==> src/rtl/dual_master_bus_arbiter_if.sv <==
// Bus bundle between the two masters and the arbiter.
// The master modport is the requesting side; the slave modport is the arbiter.
interface dual_master_bus_arbiter_if #(
    parameter int unsigned ADDR_W     = 14,
    parameter int unsigned NUM_SLAVES = 3
);
    logic                  m1_req;
    logic [ADDR_W-1:0]     m1_addr;
    logic                  m1_done;
    logic                  m2_req;
    logic [ADDR_W-1:0]     m2_addr;
    logic                  m2_done;
    logic                  m1_grant;
    logic                  m2_grant;
    logic                  bus_owner;
    logic [NUM_SLAVES-1:0] slave_sel;
    logic                  addr_err;
    logic                  timeout;

    modport master (
        output m1_req, m1_addr, m1_done, m2_req, m2_addr, m2_done,
        input  m1_grant, m2_grant, bus_owner, slave_sel, addr_err, timeout
    );

    modport slave (
        input  m1_req, m1_addr, m1_done, m2_req, m2_addr, m2_done,
        output m1_grant, m2_grant, bus_owner, slave_sel, addr_err, timeout
    );
endinterface

==> src/rtl/dual_master_bus_arbiter.sv <==
// Round-robin arbiter for two bus masters with one-hot slave decode and registered outputs.
// Optional grant watchdog enabled by defining ARB_TIMEOUT_EN.
module dual_master_bus_arbiter #(
    parameter int unsigned ADDR_W     = 14,
    parameter int unsigned SLV_BITS   = 2,
    parameter int unsigned NUM_SLAVES = 3,
    parameter int unsigned TIMEOUT    = 64
) (
    input  logic                     i_clk,
    input  logic                     i_reset,
    dual_master_bus_arbiter_if.slave bus
);

    typedef enum logic [1:0] {StIdle, StOwnM1, StOwnM2, StHandover} state_e;

    state_e                r_state, w_state_nxt;
    logic                  r_last_owner, w_last_owner_nxt;  // 0 = M1, 1 = M2
    logic [1:0]            r_mask, w_mask_nxt, w_mask_set;
    logic                  r_m1_grant, r_m2_grant;
    logic                  r_bus_owner, w_bus_owner_nxt;
    logic [NUM_SLAVES-1:0] r_slave_sel, w_slave_sel_nxt;
    logic                  r_addr_err, w_addr_err_nxt;
    logic                  r_timeout, w_timeout_nxt;

    logic [1:0]            w_req, w_done, w_elig;
    logic                  w_winner, w_own_idx, w_idx_ok, w_unused;
    logic [ADDR_W-1:0]     w_win_addr;
    logic [SLV_BITS-1:0]   w_idx;
    logic [NUM_SLAVES-1:0] w_dec;

    assign w_req    = {bus.m2_req, bus.m1_req};
    assign w_done   = {bus.m2_done, bus.m1_done};
    assign w_elig   = w_req & ~r_mask;
    assign w_unused = ^{bus.m1_addr[ADDR_W-SLV_BITS-1:0], bus.m2_addr[ADDR_W-SLV_BITS-1:0]};

    // On a tie the master that did not win last time goes first.
    always_comb begin
        w_winner = w_elig[1];
        if (w_elig == 2'b11) begin
            w_winner = ~r_last_owner;
        end
    end

    assign w_win_addr = w_winner ? bus.m2_addr : bus.m1_addr;
    assign w_idx      = w_win_addr[ADDR_W-1 -: SLV_BITS];
    assign w_idx_ok   = (32'(w_idx) < NUM_SLAVES);
    assign w_own_idx  = (r_state == StOwnM2);

    always_comb begin
        for (int i = 0; i < int'(NUM_SLAVES); i++) begin
            w_dec[i] = (32'(w_idx) == i);
        end
    end

`ifdef ARB_TIMEOUT_EN
    localparam int unsigned CntW = $clog2(TIMEOUT + 1);
    logic [CntW-1:0] r_cnt, w_cnt_nxt;
    logic            w_expired;
    assign w_expired = (r_cnt == CntW'(TIMEOUT - 1));
`else
    logic w_expired;
    assign w_expired = 1'b0;
`endif

    always_comb begin
        w_state_nxt      = r_state;
        w_last_owner_nxt = r_last_owner;
        w_bus_owner_nxt  = r_bus_owner;
        w_slave_sel_nxt  = r_slave_sel;
        w_addr_err_nxt   = 1'b0;
        w_timeout_nxt    = 1'b0;
        w_mask_set       = 2'b00;
        unique case (r_state)
            StIdle: begin
                if (|w_elig) begin
                    w_last_owner_nxt = w_winner;
                    if (w_idx_ok) begin
                        w_state_nxt     = w_winner ? StOwnM2 : StOwnM1;
                        w_slave_sel_nxt = w_dec;
                        w_bus_owner_nxt = w_winner;
                    end else begin
                        w_addr_err_nxt = 1'b1;
                        w_mask_set     = w_winner ? 2'b10 : 2'b01;
                    end
                end
            end
            StOwnM1, StOwnM2: begin
                if (w_done[w_own_idx] || !w_req[w_own_idx]) begin
                    w_state_nxt = StHandover;
                end else if (w_expired) begin
                    w_state_nxt   = StHandover;
                    w_timeout_nxt = 1'b1;
                    w_mask_set    = w_own_idx ? 2'b10 : 2'b01;
                end
            end
            StHandover: w_state_nxt = StIdle;
            default:    w_state_nxt = StIdle;
        endcase
        if (w_state_nxt != StOwnM1 && w_state_nxt != StOwnM2) begin
            w_slave_sel_nxt = '0;
        end
        // A mask lasts until the masked master lets go of its request.
        w_mask_nxt = (r_mask & w_req) | w_mask_set;
    end

    always_ff @(posedge i_clk or posedge i_reset) begin
        if (i_reset) begin
            r_state      <= StIdle;
            r_last_owner <= 1'b1;
            r_mask       <= 2'b00;
            r_m1_grant   <= 1'b0;
            r_m2_grant   <= 1'b0;
            r_bus_owner  <= 1'b0;
            r_slave_sel  <= '0;
            r_addr_err   <= 1'b0;
            r_timeout    <= 1'b0;
        end else begin
            r_state      <= w_state_nxt;
            r_last_owner <= w_last_owner_nxt;
            r_mask       <= w_mask_nxt;
            r_m1_grant   <= (w_state_nxt == StOwnM1);
            r_m2_grant   <= (w_state_nxt == StOwnM2);
            r_bus_owner  <= w_bus_owner_nxt;
            r_slave_sel  <= w_slave_sel_nxt;
            r_addr_err   <= w_addr_err_nxt;
            r_timeout    <= w_timeout_nxt;
        end
    end

`ifdef ARB_TIMEOUT_EN
    // Counts cycles spent in the current ownership; restarts on every new grant.
    always_comb begin
        w_cnt_nxt = '0;
        if ((r_state == StOwnM1 || r_state == StOwnM2) && w_state_nxt == r_state) begin
            w_cnt_nxt = r_cnt + 1'b1;
        end
    end

    always_ff @(posedge i_clk or posedge i_reset) begin
        if (i_reset) begin
            r_cnt <= '0;
        end else begin
            r_cnt <= w_cnt_nxt;
        end
    end
`endif

    assign bus.m1_grant  = r_m1_grant;
    assign bus.m2_grant  = r_m2_grant;
    assign bus.bus_owner = r_bus_owner;
    assign bus.slave_sel = r_slave_sel;
    assign bus.addr_err  = r_addr_err;
    assign bus.timeout   = r_timeout;

endmodule

==> src/flat_wrapper.sv <==
// flat-port wrapper written by rule: the top's interface ports become plain ports
module dual_master_bus_arbiter_flat 
#(
    parameter int unsigned ADDR_W     = 14,
    parameter int unsigned SLV_BITS   = 2,
    parameter int unsigned NUM_SLAVES = 3,
    parameter int unsigned TIMEOUT    = 64
)
  (i_clk, i_reset, bus_m1_req, bus_m1_addr, bus_m1_done, bus_m2_req, bus_m2_addr, bus_m2_done, bus_m1_grant, bus_m2_grant, bus_bus_owner, bus_slave_sel, bus_addr_err, bus_timeout);
  dual_master_bus_arbiter_if #(.ADDR_W(ADDR_W), .NUM_SLAVES(NUM_SLAVES)) bus_i ();
  input  logic i_clk;
  input  logic i_reset;
  input wire logic [$bits(bus_i.m1_req)-1:0] bus_m1_req;
  input wire logic [$bits(bus_i.m1_addr)-1:0] bus_m1_addr;
  input wire logic [$bits(bus_i.m1_done)-1:0] bus_m1_done;
  input wire logic [$bits(bus_i.m2_req)-1:0] bus_m2_req;
  input wire logic [$bits(bus_i.m2_addr)-1:0] bus_m2_addr;
  input wire logic [$bits(bus_i.m2_done)-1:0] bus_m2_done;
  output wire logic [$bits(bus_i.m1_grant)-1:0] bus_m1_grant;
  output wire logic [$bits(bus_i.m2_grant)-1:0] bus_m2_grant;
  output wire logic [$bits(bus_i.bus_owner)-1:0] bus_bus_owner;
  output wire logic [$bits(bus_i.slave_sel)-1:0] bus_slave_sel;
  output wire logic [$bits(bus_i.addr_err)-1:0] bus_addr_err;
  output wire logic [$bits(bus_i.timeout)-1:0] bus_timeout;
  assign bus_i.m1_req = bus_m1_req;
  assign bus_i.m1_addr = bus_m1_addr;
  assign bus_i.m1_done = bus_m1_done;
  assign bus_i.m2_req = bus_m2_req;
  assign bus_i.m2_addr = bus_m2_addr;
  assign bus_i.m2_done = bus_m2_done;
  assign bus_m1_grant = bus_i.m1_grant;
  assign bus_m2_grant = bus_i.m2_grant;
  assign bus_bus_owner = bus_i.bus_owner;
  assign bus_slave_sel = bus_i.slave_sel;
  assign bus_addr_err = bus_i.addr_err;
  assign bus_timeout = bus_i.timeout;
  dual_master_bus_arbiter #(.ADDR_W(ADDR_W), .SLV_BITS(SLV_BITS), .NUM_SLAVES(NUM_SLAVES), .TIMEOUT(TIMEOUT)) u_core (.i_clk(i_clk), .i_reset(i_reset), .bus(bus_i));
endmodule
==> config.mk <==
export PLATFORM = sky130hd
export DESIGN_NAME = dual_master_bus_arbiter_flat
export DESIGN_NICKNAME = d
export VERILOG_FILES = /design/src/rtl/dual_master_bus_arbiter_if.sv /design/src/rtl/dual_master_bus_arbiter.sv /design/src/flat_wrapper.sv
export SDC_FILE = /design/constraint.sdc
export NUM_CORES = 1
export LEC_CHECK = 0
export ABC_AREA = 0
export BUFFER_PORTS_ARGS = -buffer_cell sky130_fd_sc_hd__buf_2
export CAP_MARGIN = 0
export CORE_MARGIN = 1.5
export CORE_UTILIZATION = 42
export CTS_CLUSTER_SIZE = 25
export DETAILED_ROUTE_END_ITERATION = 10
export HOLD_SLACK_MARGIN = 0.12
export PLACE_DENSITY_LB_ADDON = 0.2
export REMOVE_ABC_BUFFERS = 1
export SYNTH_ARGS = -nofsm -noshare
export SYNTH_HDL_FRONTEND = slang
export SYNTH_SLANG_ARGS = --single-unit
==> constraint.sdc <==
create_clock -name i_clk -period 2.3 [get_ports i_clk]
set_input_delay 0.46 -clock i_clk [delete_from_list [all_inputs] [get_ports i_clk]]
set_output_delay 0.46 -clock i_clk [all_outputs]
set_load 0.05 [all_outputs]
# Word level (Yosys, flattened, before mapping)
# Index checks and enable logic that the tools add are counted.
# W data, S select, Z words.
[word_totals]
in_bits = 34
latchBits = 0
ram_bits = 0
ff_bits = 12
mem_bits_ro = 0
mem_count = 0
out_inout_bits = 8
elab_cells = 59
[op_classes]
order_cmp = 2
n_div = 0
shifts = 0
bitwise = 5
mul = 0
eq_ne = 10
n_reduce_logical = 13
add_sub_neg = 0
n_mux = 21
[ops]
columns = ["cell", "count"]
rows = [
  ["$mux W14", 1],
  ["$mux W2", 7],
  ["$mux W3", 4],
  ["$eq A2 B2 Y1 const B", 5],
  ["$mux W1", 8],
  ["$eq A2 B1 Y1 const B", 3],
  ["$pmux W2 S3", 1],
  ["$reduce_and A3 Y1", 2],
  ["$reduce_bool A2 Y1", 3],
  ["$and A2 B2 Y2", 2],
  ["$logic_not A2 Y1", 2],
  ["$reduce_or A2 Y1", 2],
  ["$lt A1 B2 Y1 const B", 1],
  ["$lt A2 B2 Y1 const B", 1],
  ["$ne A2 B1 Y1 const B", 1],
  ["$ne A2 B2 Y1 const B", 1],
  ["$not A2 Y2", 1],
  ["$or A2 B2 Y2", 1],
  ["$reduce_and A2 Y1", 1],
  ["$logic_and A1 B1 Y1", 1],
  ["$logic_not A1 Y1", 1],
  ["$logic_or A1 B1 Y1", 1],
  ["$not A1 Y1", 1],
]

# Longest topological paths before layout
# Gate-level depths: netlist of run 1.
[logic_depth]
ltp_word = 13
mapped_depth = 10
depth_no_buf = 10

# Worst setup path before layout of run 1
# OpenSTA, ideal clock, no wires.
[synth_path]
kind = "reg2reg"
start = "reg u_core.r_last_owner"
end = "reg u_core.r_slave_sel[0] (netlist: u_core.bus.slave_sel[0])"
path_buffers = 0
setup_ps = 95
arrival_time_ps = 1996
path_stages_with_launch = 7
slack_ps = 209
synth_period_minus_slack_ps = 2091
required_time_ps = 2205
path_cell_list = "dfstp_2 > nand3b_4 > a211oi_1 > o21ai_1 > o221a_2 > ha_1 > o32ai_2"
[synth_via]
elab_chain_len = 11
word_cells_on_any_way = 20
classes_between = "order compare (1); eq/ne (2); mux (10); bitwise (1); reduce/logical (6)"
[synth_rtl]
columns = ["item", "line_no", "rtl"]
rows = [
  ["from (decl)", "dual_master_bus_arbiter.sv:17", "logic r_last_owner, w_last_owner_nxt;"],
  ["from (signal assigned)", "dual_master_bus_arbiter.sv:119", "r_last_owner <= w_last_owner_nxt;"],
  ["$not A1 Y1 (*)", "dual_master_bus_arbiter.sv:40", "w_winner = ~r_last_owner;"],
  ["$mux W1 (*)", "dual_master_bus_arbiter.sv:39", "if (w_elig == 2'b11) begin"],
  ["$mux W14", "dual_master_bus_arbiter.sv:44", "assign w_win_addr = w_winner ? bus.m2_addr : bus.m1_addr;"],
  ["$lt A2 B2 Y1", "dual_master_bus_arbiter.sv:46", "assign w_idx_ok = (32'(w_idx) < NUM_SLAVES);"],
  ["$mux W2 (*)", "dual_master_bus_arbiter.sv:77", "if (w_idx_ok) begin"],
  ["$mux W2 (*)", "dual_master_bus_arbiter.sv:75", "if (|w_elig) begin"],
  ["$pmux W2 S3 (*)", "dual_master_bus_arbiter.sv:73", "unique case (r_state)"],
  ["via u_core.w_state_nxt[0]", "dual_master_bus_arbiter.sv:16", "state_e r_state, w_state_nxt;"],
  ["$ne A2 B1 Y1 or $ne A2 B2 Y1 (tied branches)", "dual_master_bus_arbiter.sv:99", "if (w_state_nxt != StOwnM1 && w_state_nxt != StOwnM2) begin"],
  ["$logic_and A1 B1 Y1 (*)", "dual_master_bus_arbiter.sv:99", ""],
  ["$reduce_bool A2 Y1 (no source line)", "-", ""],
  ["$reduce_and A3 Y1 (no source line)", "-", ""],
  ["to (signal assigned)", "dual_master_bus_arbiter.sv:124", "r_slave_sel <= w_slave_sel_nxt;"],
  ["to (decl)", "dual_master_bus_arbiter.sv:21", "logic [NUM_SLAVES-1:0] r_slave_sel, w_slave_sel_nxt;"],
]
# Mark *: on every way through the listed nets, which the timed path passes. The rest lies on a longest branch. The select of a mux whose other input is x is not followed.
# A chain may end at the register's enable or synchronous reset.

# Worst setup path in the final report of run 1
# Ends and elaborated chain as after synthesis.

==> reports/results.ini, run 1 <==
[run_status]
status=finished, final reports clean

[timing]
fin_tns_setup_ns=0
setup_viol=0
rsz0062_at_grt=no
worst_clock_skew_ns=0.003357
setup_ws_ns=0.1154
timing.fmax_mhz=457.8
hold_viol_final=0
finalCritPeriodShare_pct=94.98
fin_crit_ns=2.185
slew_viol_final=0

[route]
vias=575
final_antenna_net_count=0
first_pass_iters=4
finalWirelength_mm=1.354
vias_per_cell=5.529
drtIter0Drc=17
drc=0
wl_per_cell_um=13.02

[worst_setup_path]
crit_fanout=5
cpMaxStageDelayCell=dfstp_2
cp-start-kind=flip-flop
cp.buffers_inverters=0
worstPathRequired_ns=2.48
path_cells=nand3b_4, a211oi_1, o21ai_1, o221a_2, ha_1, o32ai_2
end_kind=flip-flop
worstPathArrival_ns=2.37
crit_family=compound AO/OA/AOI/OAI gates
crit_path_max_incr_delay_ns=0.57
path_class=reg2reg
cp_num_cells=6
reg2regPathDepth=6

[synthesis]
synth_mux_area_share_pct=0
synth_seq_area_share_pct=42.28
synth_simple_gate_area_share_pct=17.72
synth_compound_gate_area_share_pct=24.39
synth_edf_count=0
ys_ff_latch=12
syn_area_per_cell_um2=10.19
ys_warn_count=0
ys_top_cells_by_area=dfrtp_1 (39%), ha_1 (7.0%), inv_1 (4.7%)
synthFlopType=dfrtp_1
syn_inst=70
synth_top_family_by_area=compound AO/OA/AOI/OAI gates
yosys.cell_types.count=38
syn_area_um2=713.2
synthMostInstantiatedCell=dfrtp_1
yosysTopAreaCell=dfrtp_1
synth_fa_ha_area_share_pct=7.018
synth_top_area_share_pct=38.60
synth_async_sr_flop_share_pct=100.0
synth_xor_area_share_pct=0
netlist_top_cells_count=dfrtp_1 (11), inv_1 (9), ha_1 (4)

[clock_tree]
clock-root-buffer=clkbuf_4
cts_tree=yes
post_cts_buffers=0
hold_buffers=0
numClockSinks=12
clock_path_buffers=2
cts_buffers=3
insertion_delay_ns=0.27
path_clk_slew_ns=0.08
htree_levels=1
cts_resized=0

[worst_hold_path]
hold_class=in2async

[cells_and_area]
multi_input_area_um2=354.1
drive_gt1_share_pct=31.82
syn_to_final_growth_pct=16.84
fillCellCount=153
final_util_pct=54.06
regArea_um2=301.5
nNetsFinal=127
diodes=0
final_cells=104

[grt]
grt_pass1_wl_mm=2.373
grt_use_total_pct=16.98
grt_max_degree=13
grt_pass1_vias=560
use_met2_pct=25.88
grt_overflow_total=0
antenna_found_initial=0
use_met3_pct=2.449
grt_util_met1_pct=23.00
grt.busiest_layer=met2

[floorplan]
dieArea_mm2=0.001954
coreArea_mm2=0.001541
start_util_pct=46.27
rows=14
die_h_um=44.21
ioPinCount=42
die_w_um=44.21

[power_and_ir_drop]
power.density_mw_per_mm2=1398
leakage_nw=0.4446
ir_worst_vdd_uv=747.5

[job]
max_cap_viol_count=0

[placed_design]
dp_slack_ns=0.06910
dp_cells=100
port_buffers=16
place.gp.congestion=0.8292
dp_hpwl_mm=1.031

==> metal layers <==
layer	wire length, um	part of all wire, %
met1	645	48
met4	29	2.1
met3	54	4.0
met2	623	46
met5	0	0
==> worst paths after layout <==
check	start	endpoint	slack [ns]
setup / recovery	u_core.r_last_owner$_DFFE_PP1P_	u_core.bus.slave_sel[0]$_DFFE_PP0P_	0.12
hold / removal	i_reset	u_core.bus.slave_sel[0]$_DFFE_PP0P_	0.18
setup reg to reg	u_core.r_last_owner$_DFFE_PP1P_	u_core.bus.slave_sel[0]$_DFFE_PP0P_	0.12
hold reg to reg	u_core.bus.slave_sel[2]$_DFFE_PP0P_	u_core.bus.slave_sel[2]$_DFFE_PP0P_	0.53
max in group asynchronous	i_reset	u_core.r_last_owner$_DFFE_PP1P_	1.78
min in group i_clk	bus_m2_req	u_core.r_mask[1]$_DFF_PP0_	0.48
==> cells by family (layout without fill, tap and decap cells) <==
logic type / after synthesis / after routing
compound gates: 22 / 22
simple gates: 19 / 19
flops: 12 / 12
buf+inv: 12 / 30
fa+ha+maj: 4 / 4
other cells: 1 / 1
==> stage by stage <==
| stage | hold slack, ns | total power [mW] | cell area [um^2] |
|---|---|---|---|
| 2_1_floorplan | 0.3240 | 0.8669 | 689.4 |
| 3_3_place_gp | 0.4841 | 0.9881 | 797.0 |
| 3_5_place_dp | 0.5002 | 1.001 | 797.0 |
| 4_1_cts | 0.1917 | 1.175 | 833.3 |
| 5_1_grt | 0.2455 | 1.246 | 833.3 |
| 6_report | 0.1767 | 1.165 | 833.3 |
==> placed cells by master (no fill, tap or decap), drive strengths merged, types with 2 or more instances in the layout <==
master,instances
a211oi,3
a21oi,2
buf,17
clkbuf,4
dfrtp,11
ha,4
inv,9
nand2,3
nand3,2
nor2,3
nor2b,3
o21ai,4
==> registers in the layout (all words and copies together), names as in the netlist <==
register              cells
u_core.bus.m1_grant       1
u_core.bus.m2_grant       1
u_core.bus.bus_owner      1
u_core.r_state            2
u_core.bus.slave_sel      3
u_core.bus.addr_err       1
u_core.r_last_owner       1
u_core.r_mask             2
==> worst register-to-register path: stages, from the launching register on <==
cell and delay [ns]:
dfstp_2 0.57, nand3b_4 0.11, a211oi_1 0.36, o21ai_1 0.15, o221a_2 0.31, ha_1 0.33
o32ai_2 0.27
==> power breakdown <==
group / switching [mW] / internal, mW / total (mW) / leakage (nW)
clock network: 0.0740 / 0.0962 / 0.170 / 0.0210
logic: 0.413 / 0.244 / 0.657 / 0.269
registers: 0.0451 / 0.293 / 0.338 / 0.154
total: 0.532 / 0.633 / 1.16 / 0.445
==> layout make-up <==
| class | count | share of cell area [%] |
|---|---|---|
| Clock buffer | 4 | 4.354 |
| Inverter | 9 | 4.054 |
| Multi-Input combinational cell | 46 | 42.49 |
| Sequential cell | 12 | 36.19 |
| Tap cell | 16 | 2.402 |
| Timing Repair Buffer | 17 | 10.51 |
(Power assumes the default switching activity.)
==> run 2, diff against run 1 <==
==> constraint.sdc (replaced) <==
create_clock -name i_clk -period 2.1 [get_ports i_clk]
set_input_delay 0.42 -clock i_clk [delete_from_list [all_inputs] [get_ports i_clk]]
set_output_delay 0.42 -clock i_clk [all_outputs]
set_load 0.05 [all_outputs]
==> run 2 against run 1 <==
Compared with the run above: die area did not move; design area increased by 7.2%; via count increased by 8.9%; critical endpoint unchanged; global-route usage is 0.80 points higher; largest cell class unchanged; clock-buffer cell count is the same; critical path depth increased by 4; final cell count rose by 5.8%; maximum frequency grew 11%; register-to-register slack about the same; clock skew is essentially flat.
==> reports/results.ini, run 2 (synthesis results as in run 1) <==
[run_status]
status=finished, final reports clean  ; unchanged

[clock_tree]
hold_buffers=0  ; unchanged
clock-root-buffer=clkbuf_4  ; unchanged
cts_tree=yes  ; unchanged
clock_path_buffers=2  ; unchanged
htree_levels=1  ; unchanged
cts_buffers=3  ; unchanged
path_clk_slew_ns=0.08  ; about the same
insertion_delay_ns=0.26  ; was 0.27 ns
numClockSinks=12  ; unchanged

[grt]
grt_overflow_total=0  ; unchanged
grt_pass1_wl_mm=2.477  ; was 2.373 mm
grt_use_total_pct=17.78  ; was 16.98%
antenna_found_initial=0  ; unchanged
grt_max_degree=13  ; unchanged
grt_pass1_vias=599  ; was 560

[floorplan]
dieArea_mm2=0.001954  ; unchanged
start_util_pct=46.27  ; unchanged
die_w_um=44.21  ; unchanged
coreArea_mm2=0.001541  ; unchanged
die_h_um=44.21  ; unchanged
ioPinCount=42  ; unchanged
rows=14  ; unchanged

[worst_setup_path]
cp-start-kind=flip-flop  ; unchanged
worstPathArrival_ns=2.10  ; was 2.37 ns
crit_fanout=3  ; was 5
end_kind=flip-flop  ; unchanged
path_class=reg2reg  ; unchanged
reg2regPathDepth=10  ; was 6
worstPathRequired_ns=2.23  ; was 2.48 ns

[timing]
worst_clock_skew_ns=0.003448  ; was 0.003357 ns
slew_viol_final=0  ; unchanged
rsz0062_at_grt=no  ; unchanged
fin_crit_ns=1.971  ; was 2.185 ns
setup_viol=0  ; unchanged
fin_tns_setup_ns=0  ; unchanged
hold_viol_final=0  ; unchanged
timing.fmax_mhz=507.3  ; was 457.8 MHz
finalCritPeriodShare_pct=93.87  ; was 94.98%

[placed_design]
port_buffers=16  ; unchanged
place.gp.congestion=0.8158  ; was 0.8292
dp_hpwl_mm=1.161  ; was 1.031 mm
dp_cells=105  ; was 100

[route]
final_antenna_net_count=0  ; unchanged
vias_per_cell=5.691  ; was 5.529
drc=0  ; unchanged
wl_per_cell_um=13.72  ; was 13.02 um
vias=626  ; was 575
first_pass_iters=4  ; unchanged
finalWirelength_mm=1.509  ; was 1.354 mm
drtIter0Drc=6  ; was 17

[cells_and_area]
fillCellCount=155  ; was 153
largest_reg_flops=3  ; unchanged
final_cell_mix=buf_2 (16), dfrtp_1 (11), inv_1 (9)  ; unchanged
diodes=0  ; unchanged
final_cells=110  ; was 104
syn_to_final_growth_pct=25.26  ; was 16.84%
nNetsFinal=133  ; was 127
layout_commonest_cell=buf_2  ; unchanged
drive_gt1_share_pct=37.23  ; was 31.82%

[job]
max_cap_viol_count=0  ; unchanged

[power_and_ir_drop]
power.density_mw_per_mm2=1542  ; was 1398 mW/mm^2
ir_worst_vdd_uv=800.4  ; was 747.5 uV
leakage_nw=0.4685  ; was 0.4446 nW

[worst_hold_path]
hold_class=in2async  ; unchanged

[run 2: final timing paths]
check,start,endpoint,slack (ns)
max,u_core.r_state[0]$_DFF_PP0_,u_core.bus.slave_sel[0]$_DFFE_PP0P_,0.13
min,i_reset,u_core.bus.slave_sel[0]$_DFFE_PP0P_,0.15
max reg2reg,u_core.r_state[0]$_DFF_PP0_,u_core.bus.slave_sel[0]$_DFFE_PP0P_,0.13
min reg2reg,u_core.bus.slave_sel[2]$_DFFE_PP0P_,u_core.bus.slave_sel[2]$_DFFE_PP0P_,0.52
max in group asynchronous,i_reset,u_core.r_last_owner$_DFFE_PP1P_,1.61
min in group i_clk,bus_m1_req,u_core.r_mask[0]$_DFF_PP0_,0.45
[run 2: final cells by class]
cell class | count | area (um^2) | share of cell area [%]
Inverter | 9 | 33.78 | 3.782
Clock buffer | 4 | 26.28 | 2.941
Timing Repair Buffer | 23 | 132.6 | 14.85
Multi-Input combinational cell | 46 | 379.1 | 42.44
Sequential cell | 12 | 301.5 | 33.75
Tap cell | 16 | 20.02 | 2.241
[run 2: layer usage]
layer	routed length [um]	part of all wire, %	GRT usage [%]	vias up
met5	0	0	0	-
met4	18	1.2	9.091	0
met3	68	4.5	2.449	2
met2	762	50	30.88	20
met1	659	44	21.30	302
li1	-	-	-	302
[run 2: worst max-delay path: stages, from the launching register on]
cell and delay (ns):
dfrtp_1 0.35, inv_1 0.06, ha_1 0.21, nor3b_1 0.19
a31oi_1 0.08, o21a_1 0.20, o221a_2 0.28, ha_4 0.29
inv_1 0.05, nand2_1 0.06, o32ai_2 0.06
[run 2: repair_timing]
action	CTS	global route
buffers inserted	0	1
resized for setup	1	2
setup endpoints to repair	2	1
[run 2: metrics by stage]
| stage | hold slack (ns) | setup WS (ns) | cell area (um^2) | power, mW | utilization (%) |
|---|---|---|---|---|---|
| floorplan | 0.2840 | 0.008856 | 689.4 | 0.9494 | - |
| global placement | 0.4438 | -0.07140 | 834.6 | 1.126 | 54.14 |
| detailed placement | 0.4592 | -0.1065 | 834.6 | 1.157 | 54.14 |
| CTS | 0.1637 | 0.02465 | 865.8 | 1.311 | 56.17 |
| global route | 0.1842 | 0.02241 | 893.4 | 1.488 | 57.95 |
| finish | 0.1466 | 0.1287 | 893.4 | 1.378 | 57.95 |
[run 2: power by group]
part           switching [mW]  total [mW]  internal (mW)
clock                  0.0738       0.147         0.0733
combinational           0.507       0.868          0.362
sequential             0.0414       0.362          0.321
total                   0.622        1.38          0.756
==> run 3, diff against run 2 <==
--- a/config.mk
+++ b/config.mk
@@ -8,8 +8,9 @@
 export ABC_AREA = 0
 export BUFFER_PORTS_ARGS = -buffer_cell sky130_fd_sc_hd__buf_2
 export CAP_MARGIN = 0
+export CORE_ASPECT_RATIO = 0.75
 export CORE_MARGIN = 1.5
-export CORE_UTILIZATION = 42
+export CORE_UTILIZATION = 40
 export CTS_CLUSTER_SIZE = 25
 export DETAILED_ROUTE_END_ITERATION = 10
 export HOLD_SLACK_MARGIN = 0.12
==> constraint.sdc (replaced) <==
create_clock -name i_clk -period 2.1 [get_ports i_clk]
set_input_delay 0 -clock i_clk [delete_from_list [all_inputs] [get_ports i_clk]]
set_output_delay 0 -clock i_clk [all_outputs]
set_load 0.05 [all_outputs]
==> run 3 against run 2 <==
Compared with the run above: sequential power grew 2%; register-to-register slack lost 0.04 ns; critical path depth shrank 1; wire length shrank 2.8%; setup slack lost 0.036 ns; final cell count grew 8.2%; utilization grew 2.8 points; design area grew 7.1%; largest cell class unchanged.
==> reports/results.ini, run 3 (synthesis results as in run 1) <==
[timing]
rsz0062_at_grt=no  ; unchanged
finalCritPeriodShare_pct=95.60  ; was 93.87%
fin_crit_ns=2.008  ; was 1.971 ns
slew_viol_final=0  ; unchanged
setup_viol=0  ; unchanged
timing.fmax_mhz=498.1  ; was 507.3 MHz
hold_viol_final=0  ; unchanged
worst_clock_skew_ns=0.003842  ; was 0.003448 ns

[route]
first_pass_iters=4  ; unchanged
drc=0  ; unchanged
drtIter0Drc=17  ; was 6
wl_per_cell_um=12.33  ; was 13.72 um
final_antenna_net_count=0  ; unchanged
vias=625  ; was 626
vias_per_cell=5.252  ; was 5.691
finalWirelength_mm=1.467  ; was 1.509 mm

[placed_design]
place.gp.congestion=0.8170  ; was 0.8158
dp_cells=108  ; was 105
dp_hpwl_mm=1.089  ; was 1.161 mm
port_buffers=16  ; unchanged

[cells_and_area]
nNetsFinal=137  ; was 133
final_cells=119  ; was 110
fillCellCount=134  ; was 155
final_cell_mix=buf_2 (16), dfrtp_1 (11), inv_1 (9)  ; unchanged
multi_input_area_um2=381.6  ; was 379.1 um^2
syn_to_final_growth_pct=34.21  ; was 25.26%
diodes=0  ; unchanged
final_util_pct=60.71  ; was 57.95%
drive_gt1_share_pct=37.76  ; was 37.23%
layout_commonest_cell=buf_2  ; unchanged
largest_reg_flops=3  ; unchanged
regArea_um2=301.5  ; unchanged

[floorplan]
die_w_um=51.76  ; was 44.21 um
start_util_pct=45.24  ; was 46.27%
die_h_um=39.57  ; was 44.21 um
coreArea_mm2=0.001577  ; was 0.001541 mm^2
ioPinCount=42  ; unchanged
rows=12  ; was 14
dieArea_mm2=0.002048  ; was 0.001954 mm^2

[worst_setup_path]
end_kind=flip-flop  ; unchanged
reg2regPathDepth=9  ; was 10
timing.rr.start=u_core.r_last_owner$_DFFE_PP1P_  ; was u_core.r_state[0]$_DFF_PP0_
timing.rr.end=u_core.bus.slave_sel[0]$_DFFE_PP0P_  ; unchanged
path_class=reg2reg  ; unchanged
cp-start-kind=flip-flop  ; unchanged
crit_fanout=3  ; unchanged
worstPathArrival_ns=2.16  ; was 2.10 ns
reg2reg_slack_ns=0.09  ; was 0.13 ns
worstPathRequired_ns=2.25  ; was 2.23 ns

[power_and_ir_drop]
power_switching_mw=0.6295  ; was 0.6218 mW
p_int_mw=0.7910  ; was 0.7557 mW
p_sw_share_pct=44.31  ; was 45.14%
pwr-share-clk_pct=13.0  ; was 10.7%
seqPwrFrac_pct=25.9  ; was 26.3%
comb_power_share_pct=61.1  ; was 63.0%
ir_worst_vdd_uv=717.1  ; was 800.4 uV
power.density_mw_per_mm2=1484  ; was 1542 mW/mm^2
leakage_nw=0.4945  ; was 0.4685 nW

[grt]
grt_overflow_total=0  ; unchanged
grt_pass1_vias=524  ; was 599
antenna_found_initial=0  ; unchanged
grt_pass1_wl_mm=2.387  ; was 2.477 mm
grt_use_total_pct=17.45  ; was 17.78%
grt_max_degree=13  ; unchanged

[job]
max_cap_viol_count=0  ; unchanged

[worst_hold_path]
hold_end=u_core.bus.slave_sel[2]$_DFFE_PP0P_
min_path_cells=3
hp-start=bus_m2_addr[12]
hold_class=in2reg  ; was in2async

[clock_tree]
htree_levels=1  ; unchanged
cts_buffers=3  ; unchanged
cts_tree=yes  ; unchanged
clock-root-buffer=clkbuf_4  ; unchanged
clock_path_buffers=2  ; unchanged
insertion_delay_ns=0.28  ; was 0.26 ns
numClockSinks=12  ; unchanged
path_clk_slew_ns=0.08  ; about the same

[run_status]
status=finished, final reports clean  ; unchanged

## run 3: cell types whose count changed in the layout (fill, tap and decap cells not counted), sizes merged
cell / change
dlygate4sd3: +6
buf: -2
## run 3: through the flow
| step | worst slack, ns | hold WS [ns] | power, mW | instance area, um^2 | TNS, ns |
|---|---|---|---|---|---|
| after floorplan | 0.008856 | -0.1360 | 0.9494 | 689.4 | 0 |
| after global placement | 0.01037 | 0.03188 | 1.103 | 825.8 | 0 |
| after detailed placement | -0.01309 | 0.03930 | 1.112 | 825.8 | -0.01309 |
| after CTS | 0.03780 | 0.1639 | 1.380 | 939.7 | 0 |
| after global routing | 0.01799 | 0.1627 | 1.542 | 957.2 | 0 |
| final | 0.09248 | 0.1781 | 1.421 | 957.2 | 0 |
## run 3: final cells by class
| cell class | instances | share of cell area, % |
|---|---|---|
| multi-input combinational | 46 | 39.87 |
| sequential | 12 | 31.50 |
| timing repair buffer | 27 | 18.56 |
| clock buffer | 4 | 3.791 |
| inverter | 9 | 3.529 |
| tap | 21 | 2.745 |
## run 3: worst max path at each step
stage | cells after the start | to | slack [ns] | from
after floorplan | 6 | u_core.bus.slave_sel[0]$_DFFE_PP0P_ | 0.009 | u_core.r_last_owner$_DFFE_PP1P_
after global placement | 9 | u_core.bus.slave_sel[0]$_DFFE_PP0P_ | 0.01 | u_core.r_last_owner$_DFFE_PP1P_
after detailed placement | 7 | u_core.bus.slave_sel[0]$_DFFE_PP0P_ | -0.01 | u_core.r_last_owner$_DFFE_PP1P_
after CTS | 9 | u_core.bus.slave_sel[0]$_DFFE_PP0P_ | 0.04 | u_core.r_last_owner$_DFFE_PP1P_
after global routing | 9 | u_core.bus.slave_sel[0]$_DFFE_PP0P_ | 0.02 | u_core.r_last_owner$_DFFE_PP1P_
final | 9 | u_core.bus.slave_sel[0]$_DFFE_PP0P_ | 0.09 | u_core.r_last_owner$_DFFE_PP1P_
## run 3: critical path, cell delays in order, from the launching register on
cell,delay [ns]
dfstp_2,0.57
nand3b_4,0.08
a211oi_2,0.21
buf_4,0.15
o21ai_1,0.08
o221a_2,0.31
ha_4,0.29
inv_1,0.05
nand2_1,0.06
o32ai_2,0.06
## run 3: metal layers
layer	routed length, um	global-route usage [%]	part of all wire [%]	up-vias
met5	0	0	0	-
met4	6	5.921	0.41	0
met3	110	8.015	7.5	2
met2	696	27.56	47	22
met1	653	21.16	45	293
li1	-	-	-	308
## run 3: what timing repair did
action                                 CTS  global route
setup buffers                            0             1
resized for setup                        2             4
endpoints found under the hold margin   15             0
gates cloned                             0             0
pin swaps                                0             1
setup endpoints to repair                3             4
hold buffers                             6             0
## run 3: power by group through the flow
stage	combinational [mW]	sequential, mW	clock, mW
floorplan	0.438	0.512	0
finish	0.868	0.368	0.184
detailed placement	0.738	0.374	0
CTS	0.821	0.369	0.190
global route	0.960	0.377	0.204
global placement	0.731	0.372	0
